**src/rtl/hex_disp_pkg.sv**
```systemverilog
// Shared types for the hex display arbiter: the 16-bit display value,
// its four-nibble view, and the two-state controller encoding.
package hex_disp_pkg;

  typedef logic [15:0] disp_value_t;

  // Element [0] is the rightmost digit (value[3:0]), [3] the leftmost.
  typedef logic [3:0][3:0] disp_nibbles_t;

  typedef enum logic {
    IDLE = 1'b0,
    SHOW = 1'b1
  } state_t;

  function automatic disp_nibbles_t to_nibbles(input disp_value_t value);
    return disp_nibbles_t'(value);
  endfunction

endpackage

```
**src/rtl/rr_arbiter.sv**
```systemverilog
// Round-robin picker: returns the first asserted request at or after i_ptr,
// wrapping past N-1 back to 0, as a one-hot grant plus its index.
module rr_arbiter #(
  parameter  int N  = 4,
  localparam int IW = (N > 1) ? $clog2(N) : 1
) (
  input  logic [N-1:0]  i_req,
  input  logic [IW-1:0] i_ptr,
  input  logic          i_en,
  output logic [N-1:0]  o_grant,
  output logic [IW-1:0] o_idx,
  output logic          o_any
);

  logic [IW-1:0] w_pos;

  // NOTE: every output gets a default before the search loop, so no path
  // through this block leaves a value unassigned and no latch is inferred.
  always_comb begin
    o_grant = '0;
    o_idx   = '0;
    o_any   = 1'b0;
    w_pos   = '0;
    for (int k = 0; k < N; k++) begin
      w_pos = IW'((int'(i_ptr) + k) % N);
      if (i_en && !o_any && i_req[w_pos]) begin
        o_any          = 1'b1;
        o_grant[w_pos] = 1'b1;
        o_idx          = w_pos;
      end
    end
  end

endmodule

```
**src/rtl/hex_display_arbiter.sv**
```systemverilog
// Shares one 4-digit hex display among NUM_REQ requesters: round-robin
// ownership with a minimum dwell, value captured over valid/ready.
module hex_display_arbiter
  import hex_disp_pkg::*;
#(
  parameter  int NUM_REQ      = 4,
  parameter  int DWELL_CYCLES = 50_000_000,
  localparam int OW           = (NUM_REQ > 1) ? $clog2(NUM_REQ) : 1,
  localparam int CW           = $clog2(DWELL_CYCLES)
) (
  input  logic                     clk,
  input  logic                     reset,
  input  logic [NUM_REQ-1:0]       req_valid,
  input  logic [NUM_REQ-1:0][15:0] req_value,
  output logic [NUM_REQ-1:0]       req_ready,
  output logic [3:0][3:0]          disp_nibble,
  output logic [OW-1:0]            disp_owner,
  output logic                     disp_active
);

  localparam logic [CW-1:0] LAST_CNT  = CW'(DWELL_CYCLES - 1);
  localparam logic [OW-1:0] LAST_IDX  = OW'(NUM_REQ - 1);

  state_t        r_state;
  logic [CW-1:0] r_cnt;
  logic [OW-1:0] r_owner;
  logic [OW-1:0] r_last_owner;
  disp_value_t   r_value;
  logic          r_active;

  logic               w_expiry;
  logic               w_arb_en;
  logic [OW-1:0]      w_ptr;
  logic [NUM_REQ-1:0] w_grant;
  logic [OW-1:0]      w_grant_idx;
  logic               w_grant_any;

  function automatic logic [OW-1:0] next_idx(input logic [OW-1:0] idx);
    return (idx == LAST_IDX) ? '0 : idx + 1'b1;
  endfunction

  assign w_expiry = (r_state == SHOW) && (r_cnt == LAST_CNT);
  assign w_arb_en = (r_state == IDLE) || w_expiry;
  // Searching from owner+1 puts the current owner last in line at expiry.
  assign w_ptr    = (r_state == IDLE) ? next_idx(r_last_owner) : next_idx(r_owner);

  rr_arbiter #(.N(NUM_REQ)) u_rr_arbiter (
    .i_req   (req_valid),
    .i_ptr   (w_ptr),
    .i_en    (w_arb_en),
    .o_grant (w_grant),
    .o_idx   (w_grant_idx),
    .o_any   (w_grant_any)
  );

  always_comb begin
    req_ready = '0;
    if (!reset) begin
      if (w_arb_en) begin
        req_ready = w_grant;
      end else if (r_state == SHOW) begin
        req_ready[r_owner] = req_valid[r_owner];
      end
    end
  end

  // NOTE: state registers use non-blocking assignments so every flop samples
  // the pre-edge values of its peers, independent of statement order.
  always_ff @(posedge clk) begin
    if (reset) begin
      r_state      <= IDLE;
      r_cnt        <= '0;
      r_owner      <= '0;
      r_last_owner <= LAST_IDX;
      r_value      <= '0;
      r_active     <= 1'b0;
    end else if (w_arb_en && w_grant_any) begin
      r_state      <= SHOW;
      r_cnt        <= '0;
      r_owner      <= w_grant_idx;
      r_last_owner <= w_grant_idx;
      r_value      <= req_value[w_grant_idx];
      r_active     <= 1'b1;
    end else if (r_state == SHOW) begin
      if (w_expiry) begin
        r_state <= IDLE;
      end else begin
        r_cnt <= r_cnt + 1'b1;
        if (req_valid[r_owner]) begin
          r_value <= req_value[r_owner];
        end
      end
    end
  end

  assign disp_nibble = to_nibbles(r_value);
  assign disp_owner  = r_owner;
  assign disp_active = r_active;

endmodule
```
**config.mk**
```make
export PLATFORM = sky130hd
export DESIGN_NAME = hex_display_arbiter
export DESIGN_NICKNAME = d
export VERILOG_FILES = /design/src/rtl/hex_disp_pkg.sv /design/src/rtl/rr_arbiter.sv /design/src/rtl/hex_display_arbiter.sv
export SDC_FILE = /design/constraint.sdc
export NUM_CORES = 1
export LEC_CHECK = 0
export BUFFER_PORTS_ARGS = -buffer_cell sky130_fd_sc_hd__buf_4
export CAP_MARGIN = 30
export CORE_MARGIN = 5
export CORE_UTILIZATION = 55
export DETAILED_ROUTE_END_ITERATION = 16
export GPL_ROUTABILITY_DRIVEN = 0
export PLACE_DENSITY_LB_ADDON = 0.12
export SLEW_MARGIN = 40
export SYNTH_ARGS = -nofsm -noshare
export SYNTH_HDL_FRONTEND = slang
export SYNTH_SLANG_ARGS = --single-unit
```
**constraint.sdc**
```tcl
create_clock -name clk -period 13.2 [get_ports clk]
set_input_delay 0.66 -clock clk [delete_from_list [all_inputs] [get_ports clk]]
set_output_delay 0.66 -clock clk [all_outputs]
set_load 0.01 [all_outputs]
```
==> impl_results.md <==
- First-pass GRT wire length: 16,190 um
- Critical Path RT: 13,390 ps
- Worst r2r dst: disp_nibble[6]
- Clock group share of total power: 15.1%
- Int Power: 387.4 uW
- Total leakage power: 1.706 nW
- Main synth FF type: dfxtp_1
- CP endpoint kind: flop
- Total power: 619.5 uW
- Fmax: 224.1 MHz
- CP bufs+invs: 2
- Post-Syn Area: 3672 um^2
- CP max stage delay: 710 ps
- Leading area contributor after synthesis: dfxtp_1
- Via density: 6.348
- CP max FO: 22
- Hold Path Class: reg2reg
- H-tree Lvls: 2
- Final hold vios: 0
- Flop pwr share: 30.1%
- # DRC: 0
- Worst setup path start: disp_owner[1]
- Critical path type: reg2reg
- Syn Nets: 475
- Crit path to: disp_nibble[6]
- Top cells by area, synth: dfxtp_1 26%, mux4_2 12%, mux2_2 10%
- Global Route Usage Sum: 22.85%
- Cell total after placement: 539
- Area Growth Syn to Fin: 22.35%
- Stages on worst setup path: 12
- # Max-Cap Violations: 0
- Initial Utilization: 57.18%
- I/O pin total: 93
- Sw frac: 37.46%
- Post-route cell area: 4493 um^2
- Avg Cell Area, Syn: 9.392 um^2
- WL per Instance: 17.62 um
- Register area share after synthesis: 26.17%
- Nets: 553
- Routed Antenna Nets: 0
- Ys Warns: 0
- Number of DRC markers in iteration 0: 201
- Min cycle time layout: 4462 ps
- RR Startpoint: disp_owner[1]
- Core ar.: 6422 um^2
- Top delay family on crit path: compound AO/OA/AOI/OAI gates
- Number of synthesized register bits: 48
- Mapped Cells: 391
- Largest net degree at the start of global routing: 30
- IO Port Bufs: 92
- Num CTS Buffers: 5
- Yosys top cell area share: 26.17%
- Worst Tran Pin Value: 757.5 ps
- Placed wire-length estimate: 7040 um
- CTS tree: built
- Die height: 91.71 um
- CTS Hold Bufs: 0
- Reg2reg setup slack: 8740 ps
- Unrepaired setup endpoints after global routing: false
- Commonest cells after routing, fill and taps aside: 95 x buf_4, 51 x nor2_1, 47 x dfxtp_1
- Number of global-route vias before repair: 3,458
- Clk_skew: 5.627 ps
- Post-CTS resize count: 0
- CP Cell Sequence: inv_1, ha_1, mux2_2, ha_1, nand2b_1, o31a_1, o22ai_1, o2111ai_1, a21oi_4, buf_8, mux2_2, a221o_1
- Total clock sinks: 48
- Final worst-path cycle share: 33.81%
- Place WS: 8793 ps
- Comb power frac: 54.8%
- Rows: 29
- Finished Layout Cells: 546
- Status: finished clean
- Worst-skew pair later-pin latency: 300 ps
- Setup Buffers After CTS: 0
- Reg2reg path depth: 12
- Clock Root Buffer: clkbuf_8
- P per Cell Area: 137.9 nW/um^2
- Fill count: 514
- Total Routed Length: 9618 um
- Slew Limit Headroom: 48.79%
- Setup tns final: 0 ps
- Initial antenna violation count: 0
- Share of cells above drive strength 1: 35.82%
- First-pass DRT Iterations: 5
- Final setup margin: 8738 ps
- IR drop worst, VDD: 0.07728 mV
- Post-synth EDFFs: 0
- Fin. max-slew vios: 0
- Die extent in x: 91.71 um
- GR Overflow Total: 0
- Clock slew at reported path FFs: 90 ps
- Count of final setup violators: 0
- Commonest non-fill, non-tap cell in the layout: buf_4
- Startpoint types: flop
- N_diodes: 0
- Vias: 3,466
- Deepest clock path buffer count: 2
- Ys async rst share: 0%
- Die ar.: 8411 um^2
- Sw Pwr: 232.1 uW
- CP max stage cell: dfxtp_2
- Synth unique cells: 56
- Area after DPL: 4397 um^2
- Worst EP arrival: 4650 ps
## how the worst min path moves through the flow
| stage | startpoint | end | slack [ps] | cells after the start |
|---|---|---|---|---|
| 2_1_floorplan | r_last_owner[1] | r_last_owner[1] | 440 | 1 |
| 3_3_place_gp | disp_active | disp_active | 450 | 2 |
| 3_5_place_dp | disp_active | disp_active | 460 | 2 |
| 4_1_cts | disp_active | disp_active | 490 | 2 |
| 5_1_grt | r_last_owner[1] | r_last_owner[1] | 490 | 1 |
| 6_report | disp_active | disp_active | 480 | 2 |
## sequential cells by signal, indices dropped and copies added, names as in the netlist
register,flops
r_cnt,26
disp_nibble,16
disp_owner,2
r_last_owner,2
disp_active,1
r_state,1
## logic make-up after synthesis
| kind of cell | share of synthesized area (%) |
|---|---|
| flops | 26.17 |
| fa+ha+maj | 4.770 |
| buf+inv | 4.395 |
| simple gates | 18.57 |
| mux | 22.32 |
| compound gates | 18.06 |
| xor+xnor | 5.724 |
## worst register-to-register path, cell delays in order, from the launching register on
cell	delay, ps
dfxtp_2	710
inv_1	130
ha_1	290
mux2_2	350
ha_1	520
nand2b_1	200
o31a_1	280
o22ai_1	160
o2111ai_1	190
a21oi_4	570
buf_8	260
mux2_2	350
a221o_1	340
## power groups by stage
stage                     registers (mW)  clock network, mW  logic (mW)
after floorplan                    0.191                  0       0.235
after global placement             0.189                  0       0.326
after detailed placement           0.189                  0       0.337
after CTS                          0.186             0.0967       0.338
after global routing               0.189              0.103       0.366
final                              0.186             0.0937       0.339
## cell usage after synthesis (4+ instances only)
| library cell | instances |
|---|---|
| a211oi_1 | 6 |
| or3_1 | 5 |
| clkbuf_1 | 15 |
| mux4_2 | 19 |
| and4_1 | 4 |
| a222oi_1 | 4 |
| inv_1 | 10 |
| dfxtp_1 | 48 |
| nand3_1 | 12 |
| nor2_1 | 51 |
| nand2_1 | 17 |
| a22oi_1 | 16 |
| buf_2 | 5 |
| xor2_1 | 13 |
| xnor2_1 | 11 |
| mux2_2 | 33 |
| ha_1 | 14 |
| nand4_1 | 8 |
| o21ai_0 | 5 |
| nor3_1 | 11 |
| a21oi_1 | 18 |
| a221o_1 | 17 |
## per-stage QoR
stage / utilization, % / hold slack, ps
CTS: 69.96 / 485.1
global route: 69.96 / 491.7
detailed placement: 68.46 / 463.9
global placement: 68.17 / 453.8
floorplan: - / 440.1
finish: 69.96 / 475.4
## layout make-up
cell class,count,area [um^2],area share (%)
timing repair buffer,96,728.2,16.21
clock buffer,7,96.34,2.144
tap,77,96.34,2.144
inverter,12,50.05,1.114
sequential,48,962.2,21.41
multi-input combinational,306,2560,56.98
## metal layers
| metal | share of wire (%) | vias up | track usage (%) |
|---|---|---|---|
| li1 | - | 1647 | - |
| met1 | 42 | 1674 | 29.05 |
| met2 | 51 | 134 | 39.74 |
| met3 | 5.9 | 11 | 4.583 |
| met4 | 1.0 | 0 | 5.817 |
| met5 | 0 | - | 0 |
Note: power is estimated with default switching activity, not from simulation.
